**src/rtl/multicycle_control.sv**
```systemverilog
// -----------------------------------------------------------------------------
// multicycle_control
//   Main sequencing FSM and ALU decoder for the multicycle RV32I core. Decodes
//   the held instruction-register fields and steers the shared ALU, the single
//   memory port, register-file writes and PC updates. Memory accesses stall on
//   MemReady_i.
//
// Ports
//   clk_i, rst_i          clock (rising edge), asynchronous active-high reset
//   Op_i                  instr[6:0]
//   Funct3_i              instr[14:12]
//   Funct7b5_i            instr[30]
//   Zero_i                ALU zero flag (branch resolution)
//   MemReady_i            memory completes the current access this cycle
//   PCWrite_o             PC register enable
//   AdrSrc_o              memory address: 0 = PC, 1 = ALUOut
//   MemWrite_o            memory write strobe
//   IRWrite_o             instruction register / OldPC enable
//   ResultSrc_o           result: 00 ALUOut, 01 ReadData, 10 ALUResult
//   ALUSrcA_o             ALU A: 00 PC, 01 OldPC, 10 register A
//   ALUSrcB_o             ALU B: 00 register B, 01 ImmExt, 10 constant 4
//   RegWrite_o            register-file write enable
//   ImmSrc_o              immediate format: 000 I, 001 B, 010 S, 100 J
//   ALUControl_o          ALU op: 000 add, 001 sub, 010 and, 011 or, 101 slt
//   IllegalInstr_o        one-cycle pulse when DECODE sees an unsupported opcode
// -----------------------------------------------------------------------------
module multicycle_control #(
  parameter int IMMSRC_WIDTH  = 3,
  parameter int ALUCTRL_WIDTH = 3
) (
  input  logic                     clk_i,
  input  logic                     rst_i,
  input  logic [6:0]               Op_i,
  input  logic [2:0]               Funct3_i,
  input  logic                     Funct7b5_i,
  input  logic                     Zero_i,
  input  logic                     MemReady_i,
  output logic                     PCWrite_o,
  output logic                     AdrSrc_o,
  output logic                     MemWrite_o,
  output logic                     IRWrite_o,
  output logic [1:0]               ResultSrc_o,
  output logic [1:0]               ALUSrcA_o,
  output logic [1:0]               ALUSrcB_o,
  output logic                     RegWrite_o,
  output logic [IMMSRC_WIDTH-1:0]  ImmSrc_o,
  output logic [ALUCTRL_WIDTH-1:0] ALUControl_o,
  output logic                     IllegalInstr_o
);

  localparam logic [6:0] OP_LOAD   = 7'b0000011;
  localparam logic [6:0] OP_STORE  = 7'b0100011;
  localparam logic [6:0] OP_RTYPE  = 7'b0110011;
  localparam logic [6:0] OP_ITYPE  = 7'b0010011;
  localparam logic [6:0] OP_BRANCH = 7'b1100011;
  localparam logic [6:0] OP_JAL    = 7'b1101111;

  typedef enum logic [3:0] {
    S_FETCH, S_DECODE, S_MEMADR, S_MEMREAD, S_MEMWB, S_MEMWRITE,
    S_EXECUTER, S_EXECUTEI, S_ALUWB, S_BRANCH, S_JAL
  } state_e;

  state_e     state_q, state_d;
  logic [1:0] alu_op;
  logic       pc_write, mem_write, ir_write, reg_write, illegal;

  // NOTE: state registers use non-blocking assignment so every flop samples
  // the pre-edge value of its neighbours, matching real hardware.
  always_ff @(posedge clk_i or posedge rst_i) begin
    if (rst_i) state_q <= S_FETCH;
    else       state_q <= state_d;
  end

  // NOTE: every output is given a default before the case statement, so no
  // path through the block leaves a signal unassigned and no latch is inferred.
  always_comb begin
    state_d     = state_q;
    pc_write    = 1'b0;
    mem_write   = 1'b0;
    ir_write    = 1'b0;
    reg_write   = 1'b0;
    illegal     = 1'b0;
    AdrSrc_o    = 1'b0;
    ResultSrc_o = 2'b00;
    ALUSrcA_o   = 2'b00;
    ALUSrcB_o   = 2'b00;
    alu_op      = 2'b00;
    unique case (state_q)
      S_FETCH: begin
        ALUSrcB_o   = 2'b10;           // PC + 4
        ResultSrc_o = 2'b10;
        ir_write    = MemReady_i;
        pc_write    = MemReady_i;
        if (MemReady_i) state_d = S_DECODE;
      end
      S_DECODE: begin
        // OldPC + ImmExt lands in ALUOut ready for BRANCH/JAL.
        ALUSrcA_o = 2'b01;
        ALUSrcB_o = 2'b01;
        unique case (Op_i)
          OP_LOAD, OP_STORE: state_d = S_MEMADR;
          OP_RTYPE:          state_d = S_EXECUTER;
          OP_ITYPE:          state_d = S_EXECUTEI;
          OP_BRANCH:         state_d = S_BRANCH;
          OP_JAL:            state_d = S_JAL;
          default: begin
            illegal = 1'b1;
            state_d = S_FETCH;
          end
        endcase
      end
      S_MEMADR: begin
        ALUSrcA_o = 2'b10;
        ALUSrcB_o = 2'b01;
        state_d   = Op_i[5] ? S_MEMWRITE : S_MEMREAD;
      end
      S_MEMREAD: begin
        AdrSrc_o = 1'b1;
        if (MemReady_i) state_d = S_MEMWB;
      end
      S_MEMWB: begin
        ResultSrc_o = 2'b01;
        reg_write   = 1'b1;
        state_d     = S_FETCH;
      end
      S_MEMWRITE: begin
        AdrSrc_o  = 1'b1;
        mem_write = 1'b1;
        if (MemReady_i) state_d = S_FETCH;
      end
      S_EXECUTER: begin
        ALUSrcA_o = 2'b10;
        alu_op    = 2'b10;
        state_d   = S_ALUWB;
      end
      S_EXECUTEI: begin
        ALUSrcA_o = 2'b10;
        ALUSrcB_o = 2'b01;
        alu_op    = 2'b10;
        state_d   = S_ALUWB;
      end
      S_ALUWB: begin
        reg_write = 1'b1;
        state_d   = S_FETCH;
      end
      S_BRANCH: begin
        ALUSrcA_o = 2'b10;
        alu_op    = 2'b01;
        // Funct3[0] inverts the sense: beq takes on Zero, bne on !Zero.
        pc_write  = Zero_i ^ Funct3_i[0];
        state_d   = S_FETCH;
      end
      S_JAL: begin
        // ALUResult = OldPC + 4 is captured for rd; PC takes ALUOut (target).
        ALUSrcA_o = 2'b01;
        ALUSrcB_o = 2'b10;
        pc_write  = 1'b1;
        state_d   = S_ALUWB;
      end
      default: state_d = S_FETCH;
    endcase
  end

  // Strobes are forced low while reset is held, even though FETCH would
  // otherwise follow MemReady_i.
  assign PCWrite_o      = pc_write  & ~rst_i;
  assign IRWrite_o      = ir_write  & ~rst_i;
  assign MemWrite_o     = mem_write & ~rst_i;
  assign RegWrite_o     = reg_write & ~rst_i;
  assign IllegalInstr_o = illegal   & ~rst_i;

  // Immediate format depends only on the opcode, so ImmExt is valid in DECODE.
  always_comb begin
    unique case (Op_i)
      OP_STORE:  ImmSrc_o = IMMSRC_WIDTH'(3'b010);
      OP_BRANCH: ImmSrc_o = IMMSRC_WIDTH'(3'b001);
      OP_JAL:    ImmSrc_o = IMMSRC_WIDTH'(3'b100);
      default:   ImmSrc_o = IMMSRC_WIDTH'(3'b000);
    endcase
  end

  // ALU decoder.
  always_comb begin
    ALUControl_o = ALUCTRL_WIDTH'(3'b000);
    unique case (alu_op)
      2'b01: ALUControl_o = ALUCTRL_WIDTH'(3'b001);
      2'b10: begin
        unique case (Funct3_i)
          // sub only for R-type (Op[5]=1); addi ignores instr[30].
          3'b000:  ALUControl_o = (Op_i[5] & Funct7b5_i) ? ALUCTRL_WIDTH'(3'b001)
                                                         : ALUCTRL_WIDTH'(3'b000);
          3'b010:  ALUControl_o = ALUCTRL_WIDTH'(3'b101);
          3'b110:  ALUControl_o = ALUCTRL_WIDTH'(3'b011);
          3'b111:  ALUControl_o = ALUCTRL_WIDTH'(3'b010);
          default: ALUControl_o = ALUCTRL_WIDTH'(3'b000);
        endcase
      end
      default: ALUControl_o = ALUCTRL_WIDTH'(3'b000);
    endcase
  end

endmodule

```
**config.mk**
```make
export PLATFORM = sky130hd
export DESIGN_NAME = multicycle_control
export DESIGN_NICKNAME = d
export VERILOG_FILES = /design/src/rtl/multicycle_control.sv
export SDC_FILE = /design/constraint.sdc
export NUM_CORES = 1
export LEC_CHECK = 0
export CORE_MARGIN = 8
export CORE_UTILIZATION = 35
export DETAILED_ROUTE_END_ITERATION = 8
export MAX_ROUTING_LAYER = met4
export PLACE_DENSITY = 0.76
export REMOVE_ABC_BUFFERS = 1
export SETUP_SLACK_MARGIN = 0.3
export SLEW_MARGIN = 10
export SYNTH_ARGS = -nofsm -noshare
export SYNTH_HDL_FRONTEND = slang
export SYNTH_SLANG_ARGS = --single-unit
```
**constraint.sdc**
```tcl
create_clock -name clk_i -period 3.55 [get_ports clk_i]
set_input_delay 1.065 -clock clk_i [delete_from_list [all_inputs] [get_ports clk_i]]
set_output_delay 1.065 -clock clk_i [all_outputs]
set_load 0.01 [all_outputs]
```
## Word-level counts from Yosys, hierarchy flattened

Cells that the tools add are included.

- Flip-flop bits (word level): 4

- Equal/unequal tests: 24
- Multiplexer cells: 21
- Bitwise operators: 8
- Reductions and logical operators: 13

Operator list:

| cell | number |
|---|---|
| $pmux W4 S6 | 1 |
| $pmux W4 S5 | 1 |
| $eq A4 B3 Y1 const B | 4 |
| $pmux W2 S2 | 4 |
| $eq A7 B6 Y1 const B | 2 |
| $eq A7 B7 Y1 const B | 2 |
| $eq A4 B4 Y1 const B | 3 |
| $mux W4 | 3 |
| $pmux W3 S4 | 1 |
| $reduce_or A2 Y1 | 6 |
| $pmux W3 S3 | 1 |
| $eq A4 B2 Y1 const B | 2 |
| $eq A7 B2 Y1 const B | 1 |
| $eq A7 B5 Y1 const B | 1 |
| $mux W1 | 7 |
| $and A1 B1 Y1 | 6 |
| $eq A3 B3 Y1 const B | 2 |
| $ne A2 B2 Y1 const B | 3 |
| $pmux W3 S2 | 1 |
| $reduce_or A3 Y1 | 2 |
| $reduce_or A6 Y1 | 1 |
| $eq A4 B1 Y1 const B | 1 |
| $logic_not A4 Y1 | 1 |
| $reduce_or A4 Y1 | 1 |
| other kinds (9) | 9 |

## Logic depth before layout (Yosys ltp)

Gate-level depths: netlist (run 1).

- Depth after elaboration: 5
- Gate-level depth with buffers: 8

## Worst setup path after synthesis (run 1)

Ideal clock, no wire load.

- Path kind: input-to-output
- Start point: input Op_i[3]
- End point: output ImmSrc_o[1]
- Data arrival time: 1.724 ns
- Data required time: 2.485 ns
- Setup slack: 0.761 ns
- Cell stages on the path: 2
- Buffers on the path: 0
- Cells stage by stage: nor4_1 and2_1

- Word-level cells in the longest chain between the ends: 2
- Elaborated cells between the ends (all ways): 4
- Those cells by class: 3 x eq/ne; 1 x mux

Ends and longest elaborated chain:

| what | RTL line | text |
|---|---|---|
| start, declared | 33 | `input logic [6:0] Op_i,` |
| $eq A7 B7 Y1 / $eq A7 B6 Y1 (equally long branches) | 174 | `unique case (Op_i)` |
| $pmux W3 S3 (*) | 174 |  |
| end, declared | 46 | `output logic [IMMSRC_WIDTH-1:0] ImmSrc_o,` |

Mark *: on every way between the ends. The rest lies on a longest branch, timed or not.

## Worst setup path after layout (run 1)

- Start point: input rst_i
- End point: output MemWrite_o

- Word-level cells in the longest chain between the ends: 2

Ends and longest elaborated chain:

| what | RTL line | text |
|---|---|---|
| start, declared | 32 | `input logic rst_i,` |
| $not A1 Y1 | 168 | `assign MemWrite_o = mem_write & ~rst_i;` |
| $and A1 B1 Y1 | 168 |  |
| end, declared | 40 | `output logic MemWrite_o,` |

Every way passes these cells.

==> results of run 1 <==
-- worst max-delay path, cell delays in order --
cell and delay [ns]:
sky130_fd_sc_hd__clkdlybuf4s50_1 0.50, sky130_fd_sc_hd__nor3b_1 0.26, sky130_fd_sc_hd__dlygate4sd2_1 0.31
-- through the flow --
step,hold WS [ns],cells,area (um2)
after floorplan,0.671,90,623
after global placement,0.664,168,1130
after detailed placement,0.664,168,1130
after CTS,0.681,172,1160
after global routing,0.701,172,1170
final,0.687,172,1170
-- layout make-up --
cell class,instances,area (um2)
multi-input combinational,79,531
sequential,4,100
tap,25,31.3
inverter,7,26.3
timing repair buffer,54,459
fill,167,576
clock buffer,3,22.5
-- logic make-up (layout without fill, tap and decap cells) --
kind of cell	Yosys count	after routing
buffers and inverters	14	64
flip-flops	4	4
AND/OR/NAND/NOR	55	55
XOR/XNOR	5	5
adder cells (fa/ha/maj)	2	2
AO/OA/AOI/OAI	17	17
-- repair_timing --
action / in CTS / in global routing
endpoints found under the setup margin: 11 / 6
gates resized for setup: 36 / 4
pin swaps: 4 / 3
endpoints found under the hold margin: 0 / 0
hold buffers: 0 / 0
buffers inserted: 1 / 0
-- worst paths after layout --
| check | to | slack [ns] | cells after the start |
|---|---|---|---|
| max | MemWrite_o | 0.35 | 3 |
| min | state_q[0] | 0.69 | 2 |
| max reg2reg | state_q[0] | 1.79 | 4 |
| min reg2reg | state_q[0] | 0.69 | 2 |
| max in group asynchronous | state_q[0] | 2.19 | 3 |
| min in group asynchronous | state_q[1] | 1.26 | 3 |
-- routing by layer --
layer / vias up / global-route usage [%] / wire, um
met4: 0 / 4.44 / 34
met1: 413 / 13.0 / 937
met2: 35 / 25.4 / 1220
li1: 448 / - / -
met3: 8 / 3.04 / 138
met5: - / - / 0
-- where the power goes --
group	internal [mW]	switching, mW	total [mW]
combinational	0.0603	0.0507	0.111
sequential	0.0479	0.00472	0.0526
clock	0.0378	0.0183	0.0561
-- Yosys cell counts, drive strengths merged (3+ instances only) --
master,instances
a31oi,3
clkbuf,4
buf,3
nor3,7
nand2,8
nor4,6
nand4,3
nand2b,3
nor2b,3
xnor2,3
dfrtp,4
nor2,16
a21oi,3
inv,7
o21ai,3
==> parameters.txt, run 1 <==
Parameter                              Value

Outcome
  Status    finished clean

Cells and area
  Commonest non-fill, non-tap cell in the layout    sky130_fd_sc_hd__buf_4
  Most frequent cells in the layout    sky130_fd_sc_hd__buf_4, sky130_fd_sc_hd__nor2_1, sky130_fd_sc_hd__dlygate4sd2_1
  Layout overhead on the synthesized area    77.8%
  Max FFs per register    4
  Share of layout cells above drive strength 1    26.5%
  Diode count    0
  Largest register by flop count    state_q
  Fraction of the core area covered by cells at the end of the flow    67.0%
  Largest registers    state_q (4)
  Final Net Count    166

Critical path
  Highest fanout seen on the critical path    5
  Startpoint of the worst-slack reg-to-reg timing path    state_q[3]
  Worst path required time    2.48 ns
  Startpoint of the most critical setup path    rst_i
  Nature of the critical path endpoint    primary output
  Kind of critical path    in -> out
  Data arrival, critical path    2.13 ns
  Startpoint types    input port

Timing
  Shortest period the worst path allows    3.20 ns
  Measured slew at the worst slew-check pin    0.547 ns
  Worst-case setup margin in the final layout    0.352 ns
  RSZ-0062 raised after global routing    yes
  Final critical-path share of the clock period    90.1%
  Setup violators final    0
  Max-slew violation count    0
  Final number of hold-violating endpoints    0
  Achievable clock frequency    0.313 GHz
  Final setup TNS    0 ns
  Slew HR    63.5%
  Clk_skew    0.00119 ns

Clock tree
  CTS tree    yes
  H-Tree Depth    1
  Skew-Pair Late Insertion Delay    0.23 ns
  Num CTS Buffers    3
  Library cell used as clock root buffer    sky130_fd_sc_hd__clkbuf_4
  Clock-pin slew reported for the worst setup and hold paths after clock tree synthesis    0.04 ns
  TritonCTS Sinks    4
  Buffer depth of the longest clock path    2

Yosys
  Share of synthesized area occupied by flip-flops and latches    15.2%
  Synthesized-area fraction occupied by ao, oa, aoi and oai cells    18.3%
  Asr flop ratio synth    100%
  Library cells used by synthesis    33
  Main combinational cell family by area after synthesis    simple AND/OR/NAND/NOR gates
  Top FF cell, synth    sky130_fd_sc_hd__dfrtp_1
  Xor and xnor area share after synthesis    6.65%
  Post-Syn Area    658 um2
  Synth top area share    15.2%
  Post-synthesis cell type with the largest combined area    sky130_fd_sc_hd__dfrtp_1
  Main area contributors after synthesis    sky130_fd_sc_hd__dfrtp_1, sky130_fd_sc_hd__nor2_1, sky130_fd_sc_hd__nor4_1
  Average cell area after synthesis    6.78 um2
  Warnings, synthesis    0
  Cells after Synth    97
  EDFF count, synth    0
  Synth Area in Simple Gates    46.8%
  Synth Area in Adders    3.80%
  Total of flip-flops plus latches after synthesis    4
  Mux share of post-synthesis cell area    0%

Routing
  WL/cell    13.6 um
  Via Count    904
  Remaining antenna violation count    0
  Initial drt markers    18
  Post-route DRC    0
  Routed WL    2330 um
  DRT Pass-1 Iters    4
  Number of vias per cell    5.26

Floorplan
  Site Rows    15
  Die Y    59.4 um
  Die width    59.4 um
  I/O Pins    33
  Die outline area    3520 um2
  Effective utilization at floorplan    37.7%
  Area of the core    1750 um2

GRT
  Number of antenna violations at the first check in global routing    0
  Pin count of the biggest net entering global routing    17
  Number of global-route vias before repair    893
  Global route overflow    0
  First-pass GRT wire length    3750 um
  Global-route total usage across every layer    13.5%

Place
  Final GP Congestion    0.823
  Total of buffers placed on input and output ports    32
  Worst slack at placement    -0.404 ns
  Detail Placement HPWL    1910 um

Power
  Static leakage power    0.552 nW
  VDD IR max    0.176 mV
  Tot Pwr    220 uW
  Cell area power density    188 nW/um2

Job
  # Max-Cap Violations    0

Hold path
  Worst Min Path Start    state_q[0]
  Type of the most critical hold path    reg -> reg
Power figures use the tool's default switching activity.
==> run 2: changes to the inputs <==
CORE_MARGIN = unset   (was 8)
==> run 2 against run 1 <==
Against the previous run: sequential share of layout area is 0.13 points lower; die area is 42% lower; routed wire length is 3.7% lower; combinational power hardly changed; setup slack better by 0.026 ns; final cell count is 1.2% higher; total power is 2.2% higher; critical path depth is 2 higher; first-iteration DRC count is 5.6% lower; highest routed layer unchanged; maximum frequency is 0.83% higher; critical endpoint is now ImmSrc_o[2]; final area is 1.5% higher; register-to-register slack hardly changed.
==> parameters.txt, run 2 (synthesized netlist as in run 1, its figures left out) <==
Parameter                              Value

Cells and area
  Diode count    0 (unchanged)
  Layout overhead on the synthesized area    80.4%
  Fraction of the core area covered by cells at the end of the flow    68.0% (+1.0 points)
  Most frequent cells in the layout    sky130_fd_sc_hd__buf_4, sky130_fd_sc_hd__nor2_1, sky130_fd_sc_hd__dlygate4sd2_1
  Share of layout cells above drive strength 1    29.5% (+3.0 points)
  Largest register by flop count    state_q
  Final Net Count    168 (+1.2%)
  Area occupied by multi-input gates    539 um2 (+1.7%)
  Commonest non-fill, non-tap cell in the layout    sky130_fd_sc_hd__buf_4
  Filler Cells Inserted    175 (+4.8%)
  Largest registers    state_q (4)
  Max FFs per register    4 (unchanged)
  Register area    100 um2 (unchanged)

GRT
  Global route overflow    0 (unchanged)
  Pin count of the biggest net entering global routing    17 (unchanged)
  Number of global-route vias before repair    859 (-3.8%)
  First-pass GRT wire length    3590 um (-4.1%)
  Number of antenna violations at the first check in global routing    0 (unchanged)
  Global-route total usage across every layer    25.0% (+12 points)

Routing
  Number of vias per cell    5.16 (-1.8%)
  Initial drt markers    17 (-1)
  Post-route DRC    0 (unchanged)
  Remaining antenna violation count    0 (unchanged)
  Via Count    898 (-0.66%)
  WL/cell    12.9 um (-4.8%)
  DRT Pass-1 Iters    4 (unchanged)
  Routed WL    2250 um (-3.7%)

Power
  Cell area power density    189 nW/um2 (+0.72%)
  Static leakage power    0.575 nW (+4.2%)
  VDD IR max    0.122 mV (-31%)
  Tot Pwr    225 uW (+2.2%)

Clock tree
  Buffer depth of the longest clock path    2 (unchanged)
  CTS tree    yes
  Skew-Pair Late Insertion Delay    0.25 ns (+0.02 ns)
  Num CTS Buffers    3 (unchanged)
  Library cell used as clock root buffer    sky130_fd_sc_hd__clkbuf_4
  Clock-pin slew reported for the worst setup and hold paths after clock tree synthesis    0.03 ns (about the same)
  TritonCTS Sinks    4 (unchanged)
  H-Tree Depth    1 (unchanged)

Timing
  Final number of hold-violating endpoints    0 (unchanged)
  Achievable clock frequency    0.315 GHz (+0.83%)
  Final critical-path share of the clock period    89.3% (-0.75 points)
  Measured slew at the worst slew-check pin    0.526 ns (-0.0203 ns)
  Setup violators final    0 (unchanged)
  Final setup TNS    0 ns (unchanged)
  RSZ-0062 raised after global routing    yes
  Shortest period the worst path allows    3.17 ns (-0.0265 ns)
  Final Hold Slack    0.710 ns (+0.0234 ns)
  Clk_skew    0.0130 ns (+0.0118 ns)
  Slew HR    64.9% (+1.4 points)
  Max-slew violation count    0 (unchanged)

Floorplan
  Area of the core    1750 um2 (unchanged)
  Effective utilization at floorplan    37.7% (unchanged)
  Die width    45.4 um (-24%)
  Die Y    45.4 um (-24%)
  Die outline area    2060 um2 (-42%)
  I/O Pins    33 (unchanged)
  Site Rows    15 (unchanged)

Critical path
  Nature of the critical path endpoint    primary output
  Highest fanout seen on the critical path    4 (-1)
  CP cell instances    dlygate4sd2_1, buf_4, nand4_1, nor3_2, clkdlybuf4s15_1
  Data arrival, critical path    2.11 ns (-0.02 ns)
  Worst path required time    2.48 ns (about the same)
  Kind of critical path    in -> out
  Startpoint types    input port
  Critical-path top delay cell    sky130_fd_sc_hd__dlygate4sd2_1
  Worst stage delay on the critical path    0.33 ns (-0.17 ns)

Job
  # Max-Cap Violations    0 (unchanged)

Hold path
  Type of the most critical hold path    reg -> reg

Place
  Final GP Congestion    0.821 (-0.30%)
  Total of buffers placed on input and output ports    32 (unchanged)
  Detail Placement HPWL    1690 um (-11%)

Outcome
  Status    finished clean
==> run 2: worst paths after layout <==
path / from / end / slack [ns] / cells past startpoint
setup / recovery: Op_i[2] / ImmSrc_o[2] / 0.38 / 5
hold / removal: state_q[1] / state_q[2] / 0.71 / 2
setup reg to reg: state_q[3] / state_q[0] / 1.80 / 4
hold reg to reg: state_q[1] / state_q[2] / 0.71 / 2
max in group asynchronous: rst_i / state_q[1] / 2.38 / 3
min in group asynchronous: rst_i / state_q[0] / 1.06 / 3
==> run 2: cell type report <==
type,instances,share of cell area [%]
clock buffers,3,1.90
inverters,7,2.21
multi-input cells,79,45.4
flip-flops and latches,4,8.43
well taps,25,2.63
repair buffers,56,39.4
==> run 2: per-stage QoR <==
stage | worst slack, ns | instance area [um2] | std cells
floorplan | 0.761 | 623 | 90
global route | 0.286 | 1190 | 174
CTS | 0.293 | 1180 | 174
finish | 0.379 | 1190 | 174
detailed placement | -0.180 | 1130 | 168
global placement | -0.130 | 1130 | 168
==> run 2: critical path: cells and delay by family <==
| family | cells | cell delay [ns] |
|---|---|---|
| and+or+nand+nor | 2 | 0.28 |
| buffers and inverters | 3 | 0.76 |
==> run 2: power by group <==
| part | internal [mW] | leakage (nW) | total (mW) | switching (mW) |
|---|---|---|---|---|
| Combinational | 0.0599 | 0.506 | 0.111 | 0.0513 |
| Sequential | 0.0478 | 0.0547 | 0.0528 | 0.00501 |
| Clock | 0.0381 | 0.0138 | 0.0605 | 0.0225 |
==> run 2: repair_timing <==
item / in CTS / in global routing
gates cloned: 0 / 0
hold buffers: 0 / 0
gates resized for setup: 44 / 5
buffers inserted: 3 / 0
endpoints found under the setup margin: 11 / 7
pin swaps: 6 / 3
==> run 2: per-layer routing <==
layer / global-route usage [%] / wire length, um / share of wire, % / vias to the layer above
met2: 46.4 / 1250 / 56 / 33
met4: 11.5 / 31 / 1.4 / 0
li1: - / - / - / 449
met3: 2.00 / 86 / 3.8 / 6
met1: 26.3 / 878 / 39 / 410
met5: - / 0 / 0 / -
